[src/rtl/spi_pkg.sv]
// Shared definitions for the SPI slave: FSM encoding and parameter helpers.
package spi_pkg;

  // Frame-level FSM states
  typedef enum logic [1:0] {
    IDLE = 2'd0,
    CMD  = 2'd1,
    DATA = 2'd2
  } spi_state_t;

  // Sample edge is the rising sck edge when CPOL equals CPHA, falling otherwise
  function automatic logic sample_on_rise(input logic cpol, input logic cpha);
    return (cpol == cpha);
  endfunction

  // Bit counter width: enough to index the longer of command and data word
  function automatic int bit_cnt_w(input int cmd_w, input int data_w);
    return $clog2((cmd_w > data_w) ? cmd_w : data_w);
  endfunction

endpackage

[src/rtl/spi_sync_edge.sv]
// Multi-flop synchroniser for an asynchronous pin with rise/fall pulse outputs.
// Everything resets to 0, so a pin that is already low out of reset never
// produces a falling-edge pulse (a frame in progress is not re-entered).
module spi_sync_edge #(
  parameter int SYNC_STAGES = 2
) (
  input  logic clk,
  input  logic rst,
  input  logic i_async,
  output logic o_sync,
  output logic o_rise,
  output logic o_fall
);

  logic [SYNC_STAGES-1:0] r_sync;
  logic                   r_prev;

  // Shift the pin through the synchroniser chain plus one history flop
  always_ff @(posedge clk or posedge rst) begin
    if (rst) begin
      r_sync <= '0;
      r_prev <= 1'b0;
    end else begin
      r_sync <= {r_sync[SYNC_STAGES-2:0], i_async};
      r_prev <= r_sync[SYNC_STAGES-1];
    end
  end

  assign o_sync = r_sync[SYNC_STAGES-1];
  assign o_rise =  r_sync[SYNC_STAGES-1] & ~r_prev;
  assign o_fall = ~r_sync[SYNC_STAGES-1] &  r_prev;

endmodule

[src/rtl/spi_slave_mc.sv]
// SPI slave with one active-low select per frame: a CMD_W-bit command followed
// by a burst of DATA_W-bit words, any CPOL/CPHA, MSB- or LSB-first.
module spi_slave_mc
  import spi_pkg::*;
#(
  parameter int DATA_W      = 32,
  parameter int CMD_W       = 8,
  parameter int CPOL        = 0,
  parameter int CPHA        = 0,
  parameter int MSB_FIRST   = 1,
  parameter int SYNC_STAGES = 2,
  parameter int CNT_W       = 8
) (
  input  logic              clk,
  input  logic              rst,
  input  logic              spi_sck,
  input  logic              spi_cs_n,
  input  logic              spi_sdi,
  output logic              spi_sdo,
  output logic              spi_sdo_oe,
  output logic [CMD_W-1:0]  cmd_data,
  output logic              cmd_valid,
  output logic [DATA_W-1:0] rx_data,
  output logic              rx_valid,
  output logic [CNT_W-1:0]  rx_word_cnt,
  input  logic [DATA_W-1:0] tx_data,
  input  logic              tx_valid,
  output logic              tx_ack,
  output logic              frame_done,
  output logic              partial_err,
  output logic              tx_underrun
);

  localparam int               BCW         = bit_cnt_w(CMD_W, DATA_W);
  localparam logic             SAMPLE_RISE = sample_on_rise(CPOL != 0, CPHA != 0);
  localparam logic [BCW-1:0]   CMD_LAST    = BCW'(CMD_W - 1);
  localparam logic [BCW-1:0]   DATA_LAST   = BCW'(DATA_W - 1);
  localparam logic [CNT_W-1:0] IDX_MAX     = {CNT_W{1'b1}};

  logic w_sck_sync, w_sck_rise, w_sck_fall;
  logic w_cs_sync, w_cs_rise, w_cs_fall;
  logic w_sdi, w_sdi_rise, w_sdi_fall;
  logic w_unused;

  spi_sync_edge #(.SYNC_STAGES(SYNC_STAGES)) u_sck_sync (
    .clk(clk), .rst(rst), .i_async(spi_sck),
    .o_sync(w_sck_sync), .o_rise(w_sck_rise), .o_fall(w_sck_fall)
  );

  spi_sync_edge #(.SYNC_STAGES(SYNC_STAGES)) u_cs_sync (
    .clk(clk), .rst(rst), .i_async(spi_cs_n),
    .o_sync(w_cs_sync), .o_rise(w_cs_rise), .o_fall(w_cs_fall)
  );

  // sdi goes through the same depth as sck so a sample edge sees its own bit
  spi_sync_edge #(.SYNC_STAGES(SYNC_STAGES)) u_sdi_sync (
    .clk(clk), .rst(rst), .i_async(spi_sdi),
    .o_sync(w_sdi), .o_rise(w_sdi_rise), .o_fall(w_sdi_fall)
  );

  assign w_unused = ^{w_sck_sync, w_cs_sync, w_sdi_rise, w_sdi_fall};

  spi_state_t        r_state;
  logic [BCW-1:0]    r_bit_cnt;
  logic [CNT_W-1:0]  r_word_idx;
  logic [CMD_W-1:0]  r_cmd_shift;
  logic [DATA_W-1:0] r_rx_shift;
  logic [DATA_W-1:0] r_tx_shift;
  logic              r_sdo, r_sdo_oe;
  logic [CMD_W-1:0]  r_cmd_data;
  logic [DATA_W-1:0] r_rx_data;
  logic [CNT_W-1:0]  r_rx_word_cnt;
  logic              r_cmd_valid, r_rx_valid, r_tx_ack;
  logic              r_frame_done, r_partial_err, r_tx_underrun;

  logic              w_sample, w_shift;
  logic [CMD_W-1:0]  w_cmd_next;
  logic [DATA_W-1:0] w_rx_next;
  logic              w_cmd_done, w_word_done;
  logic              w_tx_bit;
  logic [DATA_W-1:0] w_tx_shifted;

  assign w_sample = SAMPLE_RISE ? w_sck_rise : w_sck_fall;
  assign w_shift  = SAMPLE_RISE ? w_sck_fall : w_sck_rise;

  // MSB-first fills from the bottom, LSB-first fills from the top
  assign w_cmd_next = (MSB_FIRST != 0) ? {r_cmd_shift[CMD_W-2:0], w_sdi}
                                       : {w_sdi, r_cmd_shift[CMD_W-1:1]};
  assign w_rx_next  = (MSB_FIRST != 0) ? {r_rx_shift[DATA_W-2:0], w_sdi}
                                       : {w_sdi, r_rx_shift[DATA_W-1:1]};

  assign w_cmd_done  = (r_state == CMD)  && w_sample && (r_bit_cnt == CMD_LAST);
  assign w_word_done = (r_state == DATA) && w_sample && (r_bit_cnt == DATA_LAST);

  assign w_tx_bit     = (MSB_FIRST != 0) ? r_tx_shift[DATA_W-1] : r_tx_shift[0];
  assign w_tx_shifted = (MSB_FIRST != 0) ? {r_tx_shift[DATA_W-2:0], 1'b0}
                                         : {1'b0, r_tx_shift[DATA_W-1:1]};

  // Frame FSM: command/word assembly, tx capture and registered status pulses
  always_ff @(posedge clk or posedge rst) begin
    if (rst) begin
      r_state       <= IDLE;
      r_bit_cnt     <= '0;
      r_word_idx    <= '0;
      r_cmd_shift   <= '0;
      r_rx_shift    <= '0;
      r_tx_shift    <= '0;
      r_sdo         <= 1'b0;
      r_sdo_oe      <= 1'b0;
      r_cmd_data    <= '0;
      r_rx_data     <= '0;
      r_rx_word_cnt <= '0;
      r_cmd_valid   <= 1'b0;
      r_rx_valid    <= 1'b0;
      r_tx_ack      <= 1'b0;
      r_frame_done  <= 1'b0;
      r_partial_err <= 1'b0;
      r_tx_underrun <= 1'b0;
    end else begin
      r_cmd_valid   <= 1'b0;
      r_rx_valid    <= 1'b0;
      r_tx_ack      <= 1'b0;
      r_frame_done  <= 1'b0;
      r_partial_err <= 1'b0;
      r_tx_underrun <= 1'b0;

      case (r_state)
        IDLE: begin
          if (w_cs_fall) begin
            r_state    <= CMD;
            r_bit_cnt  <= '0;
            r_word_idx <= '0;
            r_sdo      <= 1'b0;
            r_sdo_oe   <= 1'b1;
          end
        end
        CMD: begin
          if (w_sample) begin
            r_cmd_shift <= w_cmd_next;
            if (w_cmd_done) begin
              r_cmd_data  <= w_cmd_next;
              r_cmd_valid <= 1'b1;
              r_bit_cnt   <= '0;
              r_state     <= DATA;
            end else begin
              r_bit_cnt <= r_bit_cnt + 1'b1;
            end
          end
        end
        DATA: begin
          if (w_sample) begin
            r_rx_shift <= w_rx_next;
            if (w_word_done) begin
              r_rx_data     <= w_rx_next;
              r_rx_valid    <= 1'b1;
              r_rx_word_cnt <= r_word_idx;
              r_bit_cnt     <= '0;
              if (r_word_idx != IDX_MAX) r_word_idx <= r_word_idx + 1'b1;
            end else begin
              r_bit_cnt <= r_bit_cnt + 1'b1;
            end
          end else if (w_shift) begin
            r_sdo      <= w_tx_bit;
            r_tx_shift <= w_tx_shifted;
          end
        end
        default: r_state <= IDLE;
      endcase

      // End of command or word: load the next tx word (zeros on underrun)
      if (w_cmd_done || w_word_done) begin
        r_tx_shift    <= tx_valid ? tx_data : '0;
        r_tx_ack      <= 1'b1;
        r_tx_underrun <= ~tx_valid;
      end

      // cs_n release wins over everything else; a word completing on the
      // same cycle has already been delivered above, so it is not partial
      if ((r_state != IDLE) && w_cs_rise) begin
        r_state       <= IDLE;
        r_bit_cnt     <= '0;
        r_sdo         <= 1'b0;
        r_sdo_oe      <= 1'b0;
        r_frame_done  <= 1'b1;
        r_partial_err <= (r_bit_cnt != '0) && !(w_cmd_done || w_word_done);
      end
    end
  end

  assign spi_sdo     = r_sdo;
  assign spi_sdo_oe  = r_sdo_oe;
  assign cmd_data    = r_cmd_data;
  assign cmd_valid   = r_cmd_valid;
  assign rx_data     = r_rx_data;
  assign rx_valid    = r_rx_valid;
  assign rx_word_cnt = r_rx_word_cnt;
  assign tx_ack      = r_tx_ack;
  assign frame_done  = r_frame_done;
  assign partial_err = r_partial_err;
  assign tx_underrun = r_tx_underrun;

endmodule

[config.mk]
export PLATFORM = sky130hd
export DESIGN_NAME = spi_slave_mc
export DESIGN_NICKNAME = d
export VERILOG_FILES = /design/src/rtl/spi_pkg.sv /design/src/rtl/spi_sync_edge.sv /design/src/rtl/spi_slave_mc.sv
export SDC_FILE = /design/constraint.sdc
export NUM_CORES = 1
export LEC_CHECK = 0
export CORE_MARGIN = 2
export CORE_UTILIZATION = 54
export DETAILED_ROUTE_END_ITERATION = 8
export GPL_TIMING_DRIVEN = 1
export PLACE_DENSITY = 0.91
export SETUP_SLACK_MARGIN = 0.2
export SLEW_MARGIN = 20
export SYNTH_ARGS = -nofsm -noshare
export SYNTH_HDL_FRONTEND = slang
export SYNTH_SLANG_ARGS = --single-unit
[constraint.sdc]
create_clock -name clk -period 6.87 [get_ports clk]
set_clock_uncertainty 0.1 [all_clocks]
set_input_delay 1.0305 -clock clk [delete_from_list [all_inputs] [get_ports clk]]
set_output_delay 1.0305 -clock clk [all_outputs]
set_load 0.005 [all_outputs]
==> impl_summary.log, run 1 <==
INFO  metric finalMaxSlewViolations = 0
INFO  metric firstDrtPassIters = 5
INFO  metric hold_path.startpoint = u_cs_sync.r_sync[0]
INFO  metric wl = 13600 um
INFO  metric synth_top_cell_by_area = sky130_fd_sc_hd__dfrtp_1
INFO  metric gp_routability_congestion = 0.819
INFO  metric clockRootBuffer = sky130_fd_sc_hd__clkbuf_16
INFO  metric drive_gt1_share = 12.8%
INFO  metric worst_setup_path_class = register to register
INFO  metric syn-instance-count = 585
INFO  metric number_of_synthesized_flops_with_an_enable_pin = 0
INFO  metric number_of_antenna_violations_at_the_first_check_in_global_routing = 0
INFO  metric routed_via_density = 5.67
INFO  metric pin_count_of_the_biggest_net_entering_global_routing = 92
INFO  metric wl_per_cell = 16.6 um
INFO  metric worst_skew_pair_later_pin_latency = 0.42 ns
INFO  metric max-clock-path-buffers = 2
INFO  metric rsz0062_at_grt = false
INFO  metric grt-ovfl-total = 0
INFO  metric required_time_at_the_endpoint_of_the_critical_path = 7.07 ns
INFO  metric post-cts-setup-buffers = 0
INFO  metric placed_instance_count = 791
INFO  metric timing_hold_violations_final = 0
INFO  metric area_delta_synth_final = 27.2%
INFO  metric place.port_buffers = 93
INFO  metric final_common_cell = sky130_fd_sc_hd__nand2_1
INFO  metric starting_utilization_of_the_core_area = 54.8%
INFO  metric worst-slew-pin-transition = 0.774 ns
INFO  metric cp-start-kind = register
INFO  metric fin_tns_setup = 0 ns
INFO  metric mappedNetlistNets = 631
INFO  metric die_x = 111 um
INFO  metric post_synth_num_cell_types = 46
INFO  metric cts_num_sinks = 149
INFO  metric power_density = 326 nW/um2
INFO  metric final_cell_mix = sky130_fd_sc_hd__nand2_1 (192), sky130_fd_sc_hd__dfrtp_1 (149), sky130_fd_sc_hd__clkdlybuf4s50_1 (92), sky130_fd_sc_hd__mux2_2 (39), sky130_fd_sc_hd__and3_1 (29)
INFO  metric post_synth_main_area_contributors = sky130_fd_sc_hd__dfrtp_1 (60%), sky130_fd_sc_hd__nand2_1 (12%), sky130_fd_sc_hd__mux2_2 (7.1%)
INFO  metric row_count = 39
INFO  metric report.final.setup_viol = 0
INFO  metric worstPathCellList = inv_1 > ha_1 > nand3b_4 > or4_2 > a32oi_2 > nor2_2 > a221o_1
INFO  metric cts.htree.levels = 4
INFO  metric post-synth-top-area-fraction = 60.4%
INFO  metric cts.hold.buffers_added = 0
INFO  metric cp_max_fo = 36
INFO  metric peakVddDrop = 0.195 mV
INFO  metric clock_slew_at_the_register_clock_pins_of_the_worst_setup_and_hold_paths = 0.06 ns
INFO  metric cpPeakStageDelay = 1.01 ns
INFO  metric most_used_flip_flop_cell_after_synthesis = sky130_fd_sc_hd__dfrtp_1
INFO  metric dr_drc_count = 0
INFO  metric routed-via-count = 4674
INFO  metric fmax = 332 MHz
INFO  metric timing.max_slew.rel_slack = 48.4%
INFO  metric grt_use_total = 22.8%
INFO  metric post_detailed_placement_half_perimeter_wirelength = 8240 um
INFO  metric syn-cell-area = 6170 um2
INFO  metric detailedRoute.firstIterationViolations = 387
INFO  metric max_cap_violations = 0
INFO  metric slowest_stage = sky130_fd_sc_hd__or4_2
INFO  metric clock_tree_from_tritoncts = built
INFO  metric cts-buffers-inserted = 17
INFO  metric reg2reg_from = r_state[1]
INFO  metric antenna_violating_nets_post_route = 0
INFO  metric post_cts_resized = 0
INFO  metric outcome = completed
INFO  metric final-instance-count-excl-fill = 824
INFO  metric crit_path_end_kind = register
INFO  metric async_reset_ff_share = 100%
INFO  metric first_global_vias = 4592
INFO  metric leakagePower = 0.00389 uW
INFO  metric yosys_warnings = 0
INFO  metric final_min_period_over_clock_period = 43.9%
INFO  metric crit_path_arrival_time = 3.22 ns
INFO  metric wire_length_of_the_first_global_routing_pass = 22400 um
INFO  metric die_height = 111 um
INFO  metric die_area = 12300 um2
INFO  metric ys_seq_area_share = 60.4%
INFO  metric synth_area_per_cell = 10.6 um2
INFO  metric boundaryPins = 94
INFO  metric nets = 714
INFO  metric synth_seq_cells = 149
INFO  metric final_period_minus_worst_setup_slack = 3.02 ns
INFO  metric holdCritPathClass = register to register
INFO  metric crit_path_start = r_state[1]
INFO  metric core_region_area = 11300 um2
INFO  metric num_antenna_cells = 0
registers in the layout, summed over array words and instances (netlist names), 5 cells and up:
register / count
r_cmd_shift: 7
r_bit_cnt: 5
r_tx_shift: 32
rx_data: 32
r_rx_shift: 31
r_word_idx: 8
cmd_data: 8
rx_word_cnt: 8
stage by stage:
stage | setup WS (ns) | cell area, um2 | total power, uW | hold WS, ns | util (%)
after global routing | 3.73 | 7850 | 2670 | 0.254 | 69.7
after CTS | 3.76 | 7840 | 2570 | 0.248 | 69.5
after floorplan | 1.73 | 6170 | 1420 | 0.231 | -
after detailed placement | 3.83 | 7200 | 1550 | 0.235 | 63.8
final | 3.85 | 7850 | 2560 | 0.248 | 69.7
after global placement | 3.92 | 7200 | 1510 | 0.234 | 63.8
final cells by class:
cell class	count	area, um2
well taps	143	179
flip-flops and latches	149	3730
clock inverters	14	200
clock buffers	18	439
multi-input cells	390	2280
inverters	12	50.0
repair buffers	98	976
fillers	729	3420
cells by family (layout without fill, tap and decap cells):
| family | after synthesis | in the layout | synth area share [%] |
|---|---|---|---|
| buffers and inverters | 46 | 142 | 2.84 |
| multiplexers | 46 | 46 | 8.25 |
| AO/OA/AOI/OAI | 83 | 83 | 9.04 |
| flip-flops | 149 | 149 | 60.4 |
| adder cells (fa/ha/maj) | 8 | 8 | 1.62 |
| AND/OR/NAND/NOR | 253 | 253 | 17.9 |
critical path, delay by kind of cell, from the launching register on:
family,cells,cell delay [ns]
buf+inv,1,0.12
flops,1,0.37
simple gates,3,1.32
fa+ha+maj,1,0.27
compound gates,2,0.71
synthesized netlist by cell type (all sizes together) (3+ instances only):
| cell type | count |
|---|---|
| nand2 | 192 |
| dfrtp | 149 |
| mux2 | 39 |
| o21ai | 30 |
| and3 | 29 |
| clkbuf | 29 |
| a31oi | 24 |
| inv | 12 |
| a32oi | 8 |
| ha | 8 |
| mux2i | 7 |
| nor3 | 7 |
| buf | 5 |
| nor2 | 5 |
| a21oi | 4 |
| nand3 | 4 |
| a22o | 3 |
| nor2b | 3 |
power by group:
part           total, uW  internal, uW  switching [uW]  leakage [uW]
registers           1100          1010            83.5       0.00199
clock network        997           621             376      0.000303
logic                465           215             250       0.00160
total               2560          1850             710       0.00389
per-layer routing:
layer / track usage [%] / routed length, um / vias to the layer above
met5: 0 / 0 / -
met4: 11.7 / 412 / 0
met3: 4.92 / 644 / 39
met2: 38.2 / 7030 / 161
met1: 28.1 / 5550 / 2320
li1: - / - / 2154
worst paths after layout:
kind                                             to  slack (ns)  cells past startpoint
worst max register to register         r_bit_cnt[3]        3.85                      7
worst max-delay path                   r_bit_cnt[3]        3.85                      7
max in group asynchronous                spi_sdo_oe        4.37                      3
min in group asynchronous               rx_data[14]        1.06                      2
worst min register to register  u_cs_sync.r_sync[1]        0.25                      0
worst min-delay path            u_cs_sync.r_sync[1]        0.25                      0
No activity file was read; power rests on OpenSTA's default activity.
==> run 2: changes to the inputs <==
==> constraint.sdc (replaced) <==
create_clock -name clk -period 3 [get_ports clk]
set_clock_uncertainty 0.1 [all_clocks]
set_input_delay 0.45 -clock clk [delete_from_list [all_inputs] [get_ports clk]]
set_output_delay 0.45 -clock clk [all_outputs]
set_load 0.005 [all_outputs]
==> run 2 against run 1 <==
First-iteration DRC count decreased by 27%. Wire length decreased by 1.3%. Non-clock buffer count increased by 16. Register-to-register slack got worse by 3.4 ns. Critical path depth increased by 1. Utilization increased by 1.1 points. Largest power group unchanged.
==> impl_summary.log, run 2 (synthesis results as in run 1) <==
INFO  metric outcome = completed
INFO  metric grt_use_total = 23.1% (+0.25 points)
INFO  metric reg2reg_from = r_state[1]
INFO  metric firstDrtPassIters = 5 (unchanged)
INFO  metric num_antenna_cells = 0 (unchanged)
INFO  metric max-clock-path-buffers = 2 (unchanged)
INFO  metric first_global_vias = 4822 (+5.0%)
INFO  metric worstPathCellList = inv_1 > ha_1 > nand3b_4 > or4_1 > buf_4 > and3_1 > a311oi_1 > a21oi_1
INFO  metric wl = 13500 um (-1.3%)
INFO  metric whs = 0.243 ns (-0.00473 ns)
INFO  metric r2r_setup_slack = 0.42 ns (-3.44 ns)
INFO  metric rsz0062_at_grt = false
INFO  metric row_count = 39 (unchanged)
INFO  metric post_cts_resized = 0 (unchanged)
INFO  metric finalMaxSlewViolations = 0 (unchanged)
INFO  metric cts.htree.levels = 4 (unchanged)
INFO  metric hold_path.startpoint = u_cs_sync.r_sync[0]
INFO  metric core_region_area = 11300 um2 (unchanged)
INFO  metric final_cell_mix = sky130_fd_sc_hd__nand2_1 (192), sky130_fd_sc_hd__dfrtp_1 (149), sky130_fd_sc_hd__clkdlybuf4s50_1 (93), sky130_fd_sc_hd__mux2_2 (39), sky130_fd_sc_hd__and3_1 (29)
INFO  metric report.final.setup_viol = 0 (unchanged)
INFO  metric nets = 730 (+2.2%)
INFO  metric layout_setup_ws = 0.416 ns (-3.44 ns)
INFO  metric number_of_antenna_violations_at_the_first_check_in_global_routing = 0 (unchanged)
INFO  metric worst_skew_pair_later_pin_latency = 0.42 ns (about the same)
INFO  metric timing_hold_violations_final = 0 (unchanged)
INFO  metric pin_count_of_the_biggest_net_entering_global_routing = 46 (-50%)
INFO  metric starting_utilization_of_the_core_area = 54.8% (unchanged)
INFO  metric cts.hold.buffers_added = 0 (unchanged)
INFO  metric boundaryPins = 94 (unchanged)
INFO  metric timing.rr.end = r_tx_shift[30]
INFO  metric post_detailed_placement_half_perimeter_wirelength = 8770 um (+6.4%)
INFO  metric cts-buffers-inserted = 17 (unchanged)
INFO  metric timing.hold.worst_endpoint = u_cs_sync.r_sync[1]
INFO  metric post-cts-setup-buffers = 0 (unchanged)
INFO  metric final_period_minus_worst_setup_slack = 2.58 ns (-0.432 ns)
INFO  metric final_common_cell = sky130_fd_sc_hd__nand2_1
INFO  metric preCtsSetupSlack = 0.278 ns (-3.55 ns)
INFO  metric power_density = 715 nW/um2 (+120%)
INFO  metric area_delta_synth_final = 29.2%
INFO  metric crit_path_arrival_time = 2.78 ns (-0.44 ns)
INFO  metric cp-start-kind = register
INFO  metric detailedRoute.firstIterationViolations = 281 (-27%)
INFO  metric routed-via-count = 4712 (+0.81%)
INFO  metric slowest_stage = sky130_fd_sc_hd__or4_1
INFO  metric hold-path-cell-count = 0 (unchanged)
INFO  metric worst-slew-pin-transition = 0.810 ns (+0.0363 ns)
INFO  metric wl_per_cell = 16.0 um (-3.2%)
INFO  metric wire_length_of_the_first_global_routing_pass = 22700 um (+1.4%)
INFO  metric r2r.worst_path.cells = 8 (+1)
INFO  metric clock_slew_at_the_register_clock_pins_of_the_worst_setup_and_hold_paths = 0.06 ns (about the same)
INFO  metric dr_drc_count = 0 (unchanged)
INFO  metric die_area = 12300 um2 (unchanged)
INFO  metric leakagePower = 0.00397 uW (+1.9%)
INFO  metric cp_max_fo = 25 (-31%)
INFO  metric cpPeakStageDelay = 0.61 ns (-0.40 ns)
INFO  metric cts_num_sinks = 149 (unchanged)
INFO  metric required_time_at_the_endpoint_of_the_critical_path = 3.19 ns (-3.88 ns)
INFO  metric clock_tree_from_tritoncts = built
INFO  metric clockRootBuffer = sky130_fd_sc_hd__clkbuf_16
INFO  metric place.port_buffers = 93 (unchanged)
INFO  metric max_cap_violations = 0 (unchanged)
INFO  metric n_fill_cell = 807 (+11%)
INFO  metric antenna_violating_nets_post_route = 0 (unchanged)
INFO  metric crit_path_end_kind = register
INFO  metric die_x = 111 um (unchanged)
INFO  metric fmax = 387 MHz (+17%)
INFO  metric final_min_period_over_clock_period = 86.1% (+42 points)
INFO  metric die_height = 111 um (unchanged)
INFO  metric routed_via_density = 5.61 (-1.1%)
INFO  metric fin_tns_setup = 0 ns (unchanged)
INFO  metric grt-ovfl-total = 0 (unchanged)
INFO  metric peakVddDrop = 0.407 mV (+110%)
INFO  metric timing.max_slew.rel_slack = 45.9% (-2.5 points)
INFO  metric worst_setup_path_class = register to register
INFO  metric gp_routability_congestion = 0.833 (+1.7%)
INFO  metric holdCritPathClass = register to register
INFO  metric drive_gt1_share = 13.9% (+1.1 points)
-- run 2: cell types whose count changed in the layout (fill, tap and decap cells not counted), moves of 2 or more --
| cell | delta |
|---|---|
| sky130_fd_sc_hd__clkinv_2 | +2 |
| sky130_fd_sc_hd__buf_12 | +4 |
| sky130_fd_sc_hd__inv_6 | -2 |
| sky130_fd_sc_hd__clkbuf_1 | +3 |
| sky130_fd_sc_hd__buf_4 | +12 |
-- run 2: layer usage --
| layer | part of all wire, % | up-vias | GRT usage (%) |
|---|---|---|---|
| met2 | 52 | 139 | 40.0 |
| met3 | 4.7 | 33 | 4.76 |
| li1 | - | 2188 | - |
| met1 | 41 | 2352 | 28.5 |
| met5 | 0 | - | 0 |
| met4 | 2.0 | 0 | 9.08 |
-- run 2: worst max-delay path, delay by kind of cell (launching register included) --
| kind | cells | cell delay, ns |
|---|---|---|
| AO/OA/AOI/OAI | 2 | 0.28 |
| AND/OR/NAND/NOR | 3 | 1.02 |
| adder cells (fa/ha/maj) | 1 | 0.29 |
| buffers and inverters | 2 | 0.39 |
| flip-flops | 1 | 0.38 |
-- run 2: final cells by class --
| class | instances | area, um2 | area share (%) |
|---|---|---|---|
| Tap cell | 143 | 179 | 2.24 |
| Inverter | 12 | 48.8 | 0.612 |
| Clock inverter | 12 | 155 | 1.95 |
| Clock buffer | 20 | 437 | 5.47 |
| Multi-Input combinational cell | 390 | 2280 | 28.5 |
| Timing Repair Buffer | 114 | 1150 | 14.4 |
| Sequential cell | 149 | 3730 | 46.7 |
-- run 2: how the worst max path moves through the flow --
stage | start | end | slack [ns] | cells past startpoint
6_report | r_state[1] | r_tx_shift[30] | 0.42 | 8
5_1_grt | r_state[1] | r_tx_shift[30] | 0.28 | 8
4_1_cts | r_state[1] | r_tx_shift[30] | 0.23 | 8
3_5_place_dp | r_state[1] | r_tx_shift[7] | 0.28 | 7
3_3_place_gp | r_state[1] | r_tx_shift[30] | 0.46 | 8
2_1_floorplan | rst | cmd_data[0] | 0.58 | 1
-- run 2: power by group --
group          internal (uW)  switching, uW  total [uW]  leakage [uW]
clock                   1310            802        2110      0.000284
combinational            505            566        1070       0.00169
sequential              2320            199        2520       0.00199
-- run 2: through the flow --
step / util (%) / total power, uW / cell area (um2) / cells
after CTS: 70.4 / 5730 / 7930 / 834
after detailed placement: 65.1 / 3590 / 7340 / 802
after global placement: 65.1 / 3470 / 7340 / 802
after global routing: 70.8 / 5990 / 7980 / 840
after floorplan: - / 3250 / 6180 / 585
final: 70.8 / 5700 / 7980 / 840
